File: src/rtl/note_seq_pkg.sv
// note_seq_pkg: shared state encoding, ROM word layout, lane indices and limits for the note sequencer
package note_seq_pkg;
  typedef enum logic [1:0] {IDLE, FETCH, RUN, DRAIN} state_t;
  localparam int LANE_LSB = 0;
  localparam int LANE_MSB = 2;
  localparam int END_BIT = 3;
  localparam int RED = 0;
  localparam int BLUE = 1;
  localparam int YELLOW = 2;
  localparam int COMBO_W = 8;
  localparam logic [COMBO_W-1:0] COMBO_MAX = '1;
endpackage

File: src/rtl/note_hit_judge.sv
// note_hit_judge: judges one cycle of lane hits against the hit row
module note_hit_judge
  import note_seq_pkg::*;
(
  input  logic [2:0] hit_row,
  input  logic [2:0] hit,
  output logic [2:0] row_out,
  output logic [1:0] good_cnt,
  output logic       any_bad
);
  logic [2:0] good;
  // good hits clear their note; a hit on an empty lane is bad
  always_comb begin
    good = hit & hit_row;
    row_out = hit_row & ~hit;
    good_cnt = 2'(good[RED]) + 2'(good[BLUE]) + 2'(good[YELLOW]);
    any_bad = |(hit & ~hit_row);
  end
endmodule

File: src/rtl/note_sequencer.sv
// note_sequencer: fetches song notes, scrolls the 3-lane field, judges hits; optional pause via NOTE_SEQ_PAUSE_EN
module note_sequencer
  import note_seq_pkg::*;
#(
  parameter int DEPTH = 8,
  parameter int ADDR_W = 8,
  parameter int SCORE_W = 10
) (
  input  logic                 clk,
  input  logic                 rst_n,
  input  logic                 start,
  input  logic [1:0]           song_id,
  input  logic                 beat_tick,
  input  logic [2:0]           hit,
`ifdef NOTE_SEQ_PAUSE_EN
  input  logic                 pause,
`endif
  output logic [ADDR_W+1:0]    rom_addr,
  input  logic [3:0]           rom_data,
  output logic [3*DEPTH-1:0]   rows,
  output logic [SCORE_W-1:0]   score,
  output logic [COMBO_W-1:0]   combo,
  output logic                 busy,
  output logic                 finish
);
  state_t state;
  logic fph;
  logic [ADDR_W-1:0] idx;
  logic [1:0] sid;
  logic [3:0] next_word;
  logic act, tick, miss, end_word, any_bad;
  logic [2:0] hit_g, hr_clr, new_row;
  logic [1:0] good_cnt;
  logic [SCORE_W:0] score_sum;
  logic [SCORE_W-1:0] score_nx;
  logic [COMBO_W:0] combo_sum;
  logic [COMBO_W-1:0] combo_nx;
  logic [3*DEPTH-1:0] shifted, judged;
`ifdef NOTE_SEQ_PAUSE_EN
  assign act = ~pause;
`else
  assign act = 1'b1;
`endif
  assign tick = beat_tick & act;
  assign hit_g = act ? hit : 3'b000;
  note_hit_judge u_judge (
    .hit_row (rows[3*DEPTH-1 -: 3]),
    .hit     (hit_g),
    .row_out (hr_clr),
    .good_cnt(good_cnt),
    .any_bad (any_bad)
  );
  // next field, score and combo for a RUN/DRAIN cycle; hits are resolved before any shift
  always_comb begin
    miss = tick & (|hr_clr);
    end_word = next_word[END_BIT] | (&idx);
    score_sum = {1'b0, score} + (SCORE_W+1)'(good_cnt);
    combo_sum = {1'b0, combo} + (COMBO_W+1)'(good_cnt);
    score_nx = score_sum[SCORE_W] ? '1 : score_sum[SCORE_W-1:0];
    combo_nx = (any_bad | miss) ? '0 : combo_sum[COMBO_W] ? COMBO_MAX : combo_sum[COMBO_W-1:0];
    new_row = (state == RUN && !end_word) ? next_word[LANE_MSB:LANE_LSB] : 3'b000;
    shifted = {rows[3*DEPTH-4:0], new_row};
    judged = {hr_clr, rows[3*DEPTH-4:0]};
  end
  // song state machine with registered outputs
  always_ff @(posedge clk or negedge rst_n) begin
    if (!rst_n) begin
      state <= IDLE;
      fph <= 1'b0;
      idx <= '0;
      sid <= '0;
      next_word <= '0;
      rom_addr <= '0;
      rows <= '0;
      score <= '0;
      combo <= '0;
      busy <= 1'b0;
      finish <= 1'b0;
    end else begin
      finish <= 1'b0;
      case (state)
        IDLE: if (start && song_id != 2'd0) begin
          rows <= '0;
          score <= '0;
          combo <= '0;
          idx <= '0;
          sid <= song_id;
          rom_addr <= {song_id, {ADDR_W{1'b0}}};
          fph <= 1'b0;
          busy <= 1'b1;
          state <= FETCH;
        end
        FETCH: begin
          fph <= ~fph;
          if (fph) begin
            next_word <= rom_data;
            state <= RUN;
          end
        end
        default: if (act) begin
          if (state == DRAIN && rows == '0) begin
            finish <= 1'b1;
            busy <= 1'b0;
            state <= IDLE;
          end else begin
            rows <= tick ? shifted : judged;
            score <= score_nx;
            combo <= combo_nx;
            if (tick && state == RUN) begin
              if (end_word) state <= DRAIN;
              else begin
                idx <= idx + ADDR_W'(1);
                rom_addr <= {sid, idx + ADDR_W'(1)};
                state <= FETCH;
              end
            end
          end
        end
      endcase
    end
  end
endmodule

File: config.mk
export PLATFORM = sky130hd
export DESIGN_NAME = note_sequencer
export DESIGN_NICKNAME = d
export VERILOG_FILES = /design/src/rtl/note_seq_pkg.sv /design/src/rtl/note_hit_judge.sv /design/src/rtl/note_sequencer.sv
export SDC_FILE = /design/constraint.sdc
export NUM_CORES = 1
export LEC_CHECK = 0
export ABC_AREA = 0
export BUFFER_PORTS_ARGS = -buffer_cell sky130_fd_sc_hd__buf_2
export CAP_MARGIN = 20
export CELL_PAD_IN_SITES_DETAIL_PLACEMENT = 1
export CELL_PAD_IN_SITES_GLOBAL_PLACEMENT = 2
export CORE_ASPECT_RATIO = 1.25
export CORE_UTILIZATION = 36
export CTS_CLUSTER_DIAMETER = 60
export DETAILED_ROUTE_END_ITERATION = 8
export PLACE_DENSITY_LB_ADDON = 0.3
export REMOVE_ABC_BUFFERS = 1
export SLEW_MARGIN = 20
export SYNTH_ARGS = -nofsm -noshare
export SYNTH_HDL_FRONTEND = slang
export SYNTH_SLANG_ARGS = --single-unit
File: constraint.sdc
create_clock -name clk -period 4.4 [get_ports clk]
set_clock_uncertainty 0.1 [all_clocks]
set_input_delay 0.88 -clock clk [delete_from_list [all_inputs] [get_ports clk]]
set_output_delay 0.88 -clock clk [all_outputs]
set_load 0.01 [all_outputs]
Word level (Yosys, flattened, before mapping)
Cells that the tools add are included.
{"block": "op_classes", "n_mux": 36, "n_reduce_logical": 25, "n_addsub": 5, "bitwise_logic": 10, "n_eq_ne": 7}
{"cell": "$mux 24", "count": 3}
{"cell": "$mux 10", "count": 7}
{"cell": "$mux 8", "count": 7}
{"cell": "$pmux 24 s2", "count": 1}
{"cell": "$pmux 10 s2", "count": 2}
{"cell": "$pmux 8 s2", "count": 2}
{"cell": "$logic_not 24->1", "count": 1}
{"cell": "$add 10x2->11", "count": 1}
{"cell": "$mux 2", "count": 5}
{"cell": "$reduce_bool 2->1", "count": 5}
{"cell": "$add 8x2->9", "count": 1}
{"cell": "$and 3x3->3", "count": 3}
{"cell": "$reduce_and 3->1", "count": 3}
{"cell": "$add 8x1->8 const B", "count": 1}
{"cell": "$reduce_and 8->1", "count": 1}
{"cell": "$not 3->3", "count": 2}
{"cell": "$reduce_and 2->1", "count": 3}
{"cell": "$reduce_or 3->1", "count": 2}
{"cell": "$mux 1", "count": 5}
{"cell": "$reduce_and 5->1", "count": 1}
{"cell": "$eq 2x2->1 const B", "count": 2}
{"cell": "$logic_and 1x1->1", "count": 4}
{"cell": "$ne 2x1->1 const B", "count": 2}
{"cell": "$ne 2x2->1 const B", "count": 2}
{"cell": "other kinds (14)", "count": 17}
{"block": "totals", "regBits": 71, "in_bits": 13, "elab_cells": 95}

Logic depth before layout (Yosys ltp)
{"block": "logic_depth", "ltp_word": 8, "mapped_depth": 9, "mapped_depth_nobuf": 9}

Hierarchy
Synthesis repeated with hierarchy kept, for this count alone.
{"block": "hier_totals", "hier_cells": 346, "area_unflattened_um2": 3194.3}
{"mod": "note_sequencer", "instances": 1, "seq_area_each_um2": 1576.5, "cells_per_inst": 335, "area_per_inst_um2": 3108.0}
{"mod": "note_hit_judge", "instances": 1, "seq_area_each_um2": 0.0, "cells_per_inst": 11, "area_per_inst_um2": 86.3}

Worst setup path before layout
OpenSTA, ideal clock, no wires.
{"block": "synth_timing", "path_kind": "input -> register", "from": "input port hit[0]", "to": "register score[5]", "path_slack_ns": 1.295, "path_stages": 9, "setup_time_ns": 0.083, "path_buffers": 0, "t_arrival_ns": 2.922, "cell_sequence": "and2_1 fa_1 ha_1 fa_1 nand2_1 nor3_1 o21bai_1 a22oi_1 o21ai_0"}
{"block": "synth_via", "elab_chain_len": 7}
{"item": "start, declared", "line_no": "note_sequencer.sv:14", "text": "input logic [2:0] hit,"}
{"item": "$and 3x3->3", "line_no": "note_hit_judge.sv:14", "text": "good = hit & hit_row;"}
{"item": "$add 1x1->2", "line_no": "note_hit_judge.sv:16", "text": "good_cnt = 2'(good[RED]) + 2'(good[BLUE]) + 2'(good[YELLOW]);"}
{"item": "$add 2x1->2", "line_no": "note_hit_judge.sv:16"}
{"item": "$add 10x2->11", "line_no": "note_sequencer.sv:57", "text": "score_sum = {1'b0, score} + (SCORE_W+1)'(good_cnt);"}
{"item": "$mux 10", "line_no": "note_sequencer.sv:59", "text": "score_nx = score_sum[SCORE_W] ? '1 : score_sum[SCORE_W-1:0];"}
{"item": "$mux 10", "line_no": "note_sequencer.sv:101", "text": "if (state == DRAIN && rows == '0) begin"}
{"item": "$pmux 10 s2", "line_no": "note_sequencer.sv:81", "text": "case (state)"}
{"item": "end signal, assigned", "line_no": "note_sequencer.sv:107", "text": "score <= score_nx;"}
{"item": "end, declared", "line_no": "note_sequencer.sv:21", "text": "output logic [SCORE_W-1:0] score,"}
No other way between the ends. The select of a mux whose other input is x is not followed.
A chain may end at the register's enable or synchronous reset.

Worst setup path in the final report
Same ends and word-level chain as after synthesis.

==> results summary <==
The number of distinct library cells after synthesis is 56. The Yosys step of the flow raised 0 warnings. The die height is 108 um.

Across all layers, the routed design uses 2778 vias. The clock net in this run drives a total of 63 sinks. VDD sags by at most 0.000228 V. The DRC violation count after routing is 0. The HPWL after detailed placement is 6060 um. In this run the power density over the cells is 536 mW/mm2. The core region is approximately 0.0087 mm2.

The number of buffers added by the clock tree synthesis step came out at 9. The met3 track utilization from global routing is 4.58%. Before antenna repair, the detailed router went through 4 iterations. The largest net degree at the start of global routing is between 40 and 50. The average wire per standard cell came out at 15.9 um.

The global-route track usage on met2 is 32.2%. The post-detailed-route via-to-cell ratio is roughly 5.2. The top-level I/O count is 67. The initial standard-cell utilization of the core is 37.3%. The required time at the endpoint of the critical path is about 4.6 ns. By area, the combinational part of the netlist is dominated by simple AND/OR/NAND/NOR gates.

The slew of the pin with the lowest slew margin came out at 0.848 ns. The number of placement rows came out at 38. The sum of negative setup slack is 0 ns. The filler cell count in the final layout is 1043. The share of the clock period used by the worst path after layout came out at 75.4%. The final hold violation count came out at 0. The share of post-route cells with drive strength above 1 is between 20 and 25%. The number of setup buffers added after CTS is 0.

STA classifies the critical path endpoint as a register. The worst-case setup slack after placement came out at 0.715 ns. In the post-synthesis netlist, the biggest area contributors are sky130_fd_sc_hd__dfrtp_1 49%, sky130_fd_sc_hd__nand2_1 7.1%, sky130_fd_sc_hd__o21ai_0 6.2%. The cell with the most instances after synthesis is sky130_fd_sc_hd__dfrtp_1. The number of cells in the finished layout apart from fillers is 531. The number of global-route vias before repair was 2825. The die area came out at 0.00939 mm2. The leakage power is 0.00185 uW. The worst reg-to-reg setup slack came out at 1.30 ns.

The tool flagged a number of max-cap violations equal to 0. The post-synthesis adder-cell area fraction is 3.78%. The setup-violating endpoint count in the final report came out at 0.

After global routing, the most crowded layer is met2. The data arrival time of the worst path came out at around 3.5 ns. The most instantiated flip-flop cell in the synthesis netlist is sky130_fd_sc_hd__dfrtp_1. Based on the critical path, the design can be clocked at up to roughly 0.3 GHz. The count of flip-flops with a built-in enable after synthesis is 0. The post-synthesis share of cell area spent on xor and xnor gates is 0.270%. The count of nets left with antenna violations after detail routing is 0.

By count the netlist is led by 63 x sky130_fd_sc_hd__dfrtp_1, 61 x sky130_fd_sc_hd__nand2_1, 40 x sky130_fd_sc_hd__o21ai_0, 27 x sky130_fd_sc_hd__nor2_1, 14 x sky130_fd_sc_hd__a21oi_1. The portion of the post-synthesis area used by sequential elements came out at approximately half. The tree is rooted in a sky130_fd_sc_hd__clkbuf_8. The mapped cell area is roughly 0.0032 mm2. The growth of design area from synthesis to finish came out at 19.7%. The share of Yosys cell area claimed by the top area cell type came out at 48.6%.

The post-detailed-placement cell area came out at 0.00365 mm2. Synthesis produced 340 cells. The relative slew slack is 43.0%. The max-slew violation count is 0.

The total of buffers placed on input and output ports is 66. The number of hold buffers added after cts is 0. At the later pin of the worst-skew pair, clock insertion delay measures 0.34 ns. The count of antenna diodes in the layout is 0. The number of nets at the end of the flow came out at 427. The average cell area after synthesis is between 9 and 10 um2. The wire length of the first global-routing pass is around 14000 um. The overall routed net length is 8440 um.

The met1 usage in global routing is 24.8%. The residual overflow from global routing is 0. The deepest clock path buffer count came out at 2. The congestion estimate from routability-driven global placement came to 0.784. The smallest clock period supported by the final layout is computed as 3.32 ns. The highest net fanout along the worst path is 7. The share of the core filled with cells is 44.6%. Clock-pin slew was measured on the worst setup and hold paths at 0.07 ns. TritonCTS built the clock tree. The run finished with clean final reports. The synthesized design spends more area on one cell type than any other, namely sky130_fd_sc_hd__dfrtp_1. The initial antenna violation count is 0.

After routing the design area is 0.00388 mm2. Setup repair after global routing left no endpoint under its margin. The area fraction in compound gates after synthesis came out at approximately a fifth. Gates resized during post-CTS repair numbered 0. The min-delay analysis places its worst path in the category reg2reg. The number of synthesized register bits is 63. Of the total synthesized cell area, the portion taken by AND, OR, NAND and NOR gates is 21.8%. The class of the most critical setup path is in2reg. The first routing iteration left 98 violations. The worst setup path is launched from an input port. In the synthesized netlist the async set-or-reset flop fraction comes to 100%.

The multiplexer fraction of the synthesized cell area is 2.35%. The combined global-route utilization of all metal layers came out at 19.4%. The H-tree was split into 3 levels. The width of the chip came out at 86.9 um. The worst path setup slack after routing is 1.08 ns. In this run, placement finished with an instance count of 515.
[metal layers]
layer | vias to the layer above | share of wire, % | routed length [um]
met5 | - | 0 | 0
met4 | 0 | 1.2 | 98
met3 | 7 | 2.7 | 227
met2 | 47 | 50 | 4220
met1 | 1373 | 46 | 3890
li1 | 1351 | - | -
[cell type report]
| type | instances | area [um2] | share of cell area (%) |
|---|---|---|---|
| flip-flops and latches | 63 | 1580 | 40.6 |
| multi-input cells | 255 | 1540 | 39.6 |
| repair buffers | 68 | 348 | 8.96 |
| clock buffers | 13 | 159 | 4.09 |
| well taps | 120 | 150 | 3.87 |
| clock inverters | 3 | 65.1 | 1.68 |
| inverters | 9 | 46.3 | 1.19 |
[cell usage in the layout, fill, tap and decap left out, types with 4 or more instances in the layout]
cell type | synthesis | final
sky130_fd_sc_hd__nor2_1 | 27 | 27
sky130_fd_sc_hd__a21oi_1 | 14 | 14
sky130_fd_sc_hd__mux2_2 | 5 | 5
sky130_fd_sc_hd__o31ai_1 | 5 | 5
sky130_fd_sc_hd__nand4_1 | 7 | 7
sky130_fd_sc_hd__clkbuf_8 | 0 | 11
sky130_fd_sc_hd__inv_1 | 8 | 8
sky130_fd_sc_hd__a22o_1 | 6 | 6
sky130_fd_sc_hd__ha_1 | 5 | 5
sky130_fd_sc_hd__a31oi_1 | 8 | 8
sky130_fd_sc_hd__nand2_1 | 61 | 61
sky130_fd_sc_hd__o21ai_0 | 40 | 40
sky130_fd_sc_hd__buf_2 | 6 | 65
sky130_fd_sc_hd__o21ai_1 | 6 | 6
sky130_fd_sc_hd__nand2b_1 | 5 | 5
sky130_fd_sc_hd__dfrtp_1 | 63 | 63
sky130_fd_sc_hd__nand3_1 | 13 | 13
sky130_fd_sc_hd__and2_1 | 4 | 4
sky130_fd_sc_hd__and3_1 | 4 | 4
[sequential cells by signal, indices dropped and copies added, names as in the netlist]
name	flops
sid	2
next_word	4
combo	8
score	10
finish	1
rows	24
busy	1
fph	1
rom_addr	10
state	2
[power by group]
| part | switching, uW | internal [uW] |
|---|---|---|
| Combinational | 444 | 240 |
| Sequential | 130 | 686 |
| Clock | 231 | 350 |
[cell families after synthesis]
kind of cell,Yosys count
and+or+nand+nor,139
AOI/OAI and AO/OA,100
DFF,63
buffers and inverters,22
adders and majority gates,8
muxes,7
xor gates and xnor gates,1
[worst max-delay path, cell delays in order]
cell,delay (ns)
sky130_fd_sc_hd__buf_2,0.12
sky130_fd_sc_hd__and2_1,0.17
sky130_fd_sc_hd__fa_1,0.56
sky130_fd_sc_hd__ha_1,0.19
sky130_fd_sc_hd__fa_1,0.29
sky130_fd_sc_hd__nand2_1,0.12
sky130_fd_sc_hd__nor3_1,0.71
sky130_fd_sc_hd__o21bai_1,0.21
sky130_fd_sc_hd__a22oi_1,0.07
sky130_fd_sc_hd__o21ai_0,0.15
[metrics by stage]
stage	total power, uW	hold WS (ns)
2_1_floorplan	1250	0.345
3_3_place_gp	1510	0.361
3_5_place_dp	1530	0.374
4_1_cts	2110	0.390
5_1_grt	2230	0.415
6_report	2080	0.383
[worst paths after layout]
check,depth (start not counted),end,from
max,10,score[5],hit[0]
min,2,sid[1],sid[1]
max reg2reg,9,score[5],rows[23]
min reg2reg,2,sid[1],sid[1]
max in group asynchronous,2,rows[10],rst_n
min in group asynchronous,1,finish,rst_n
(Power assumes the default switching activity.)
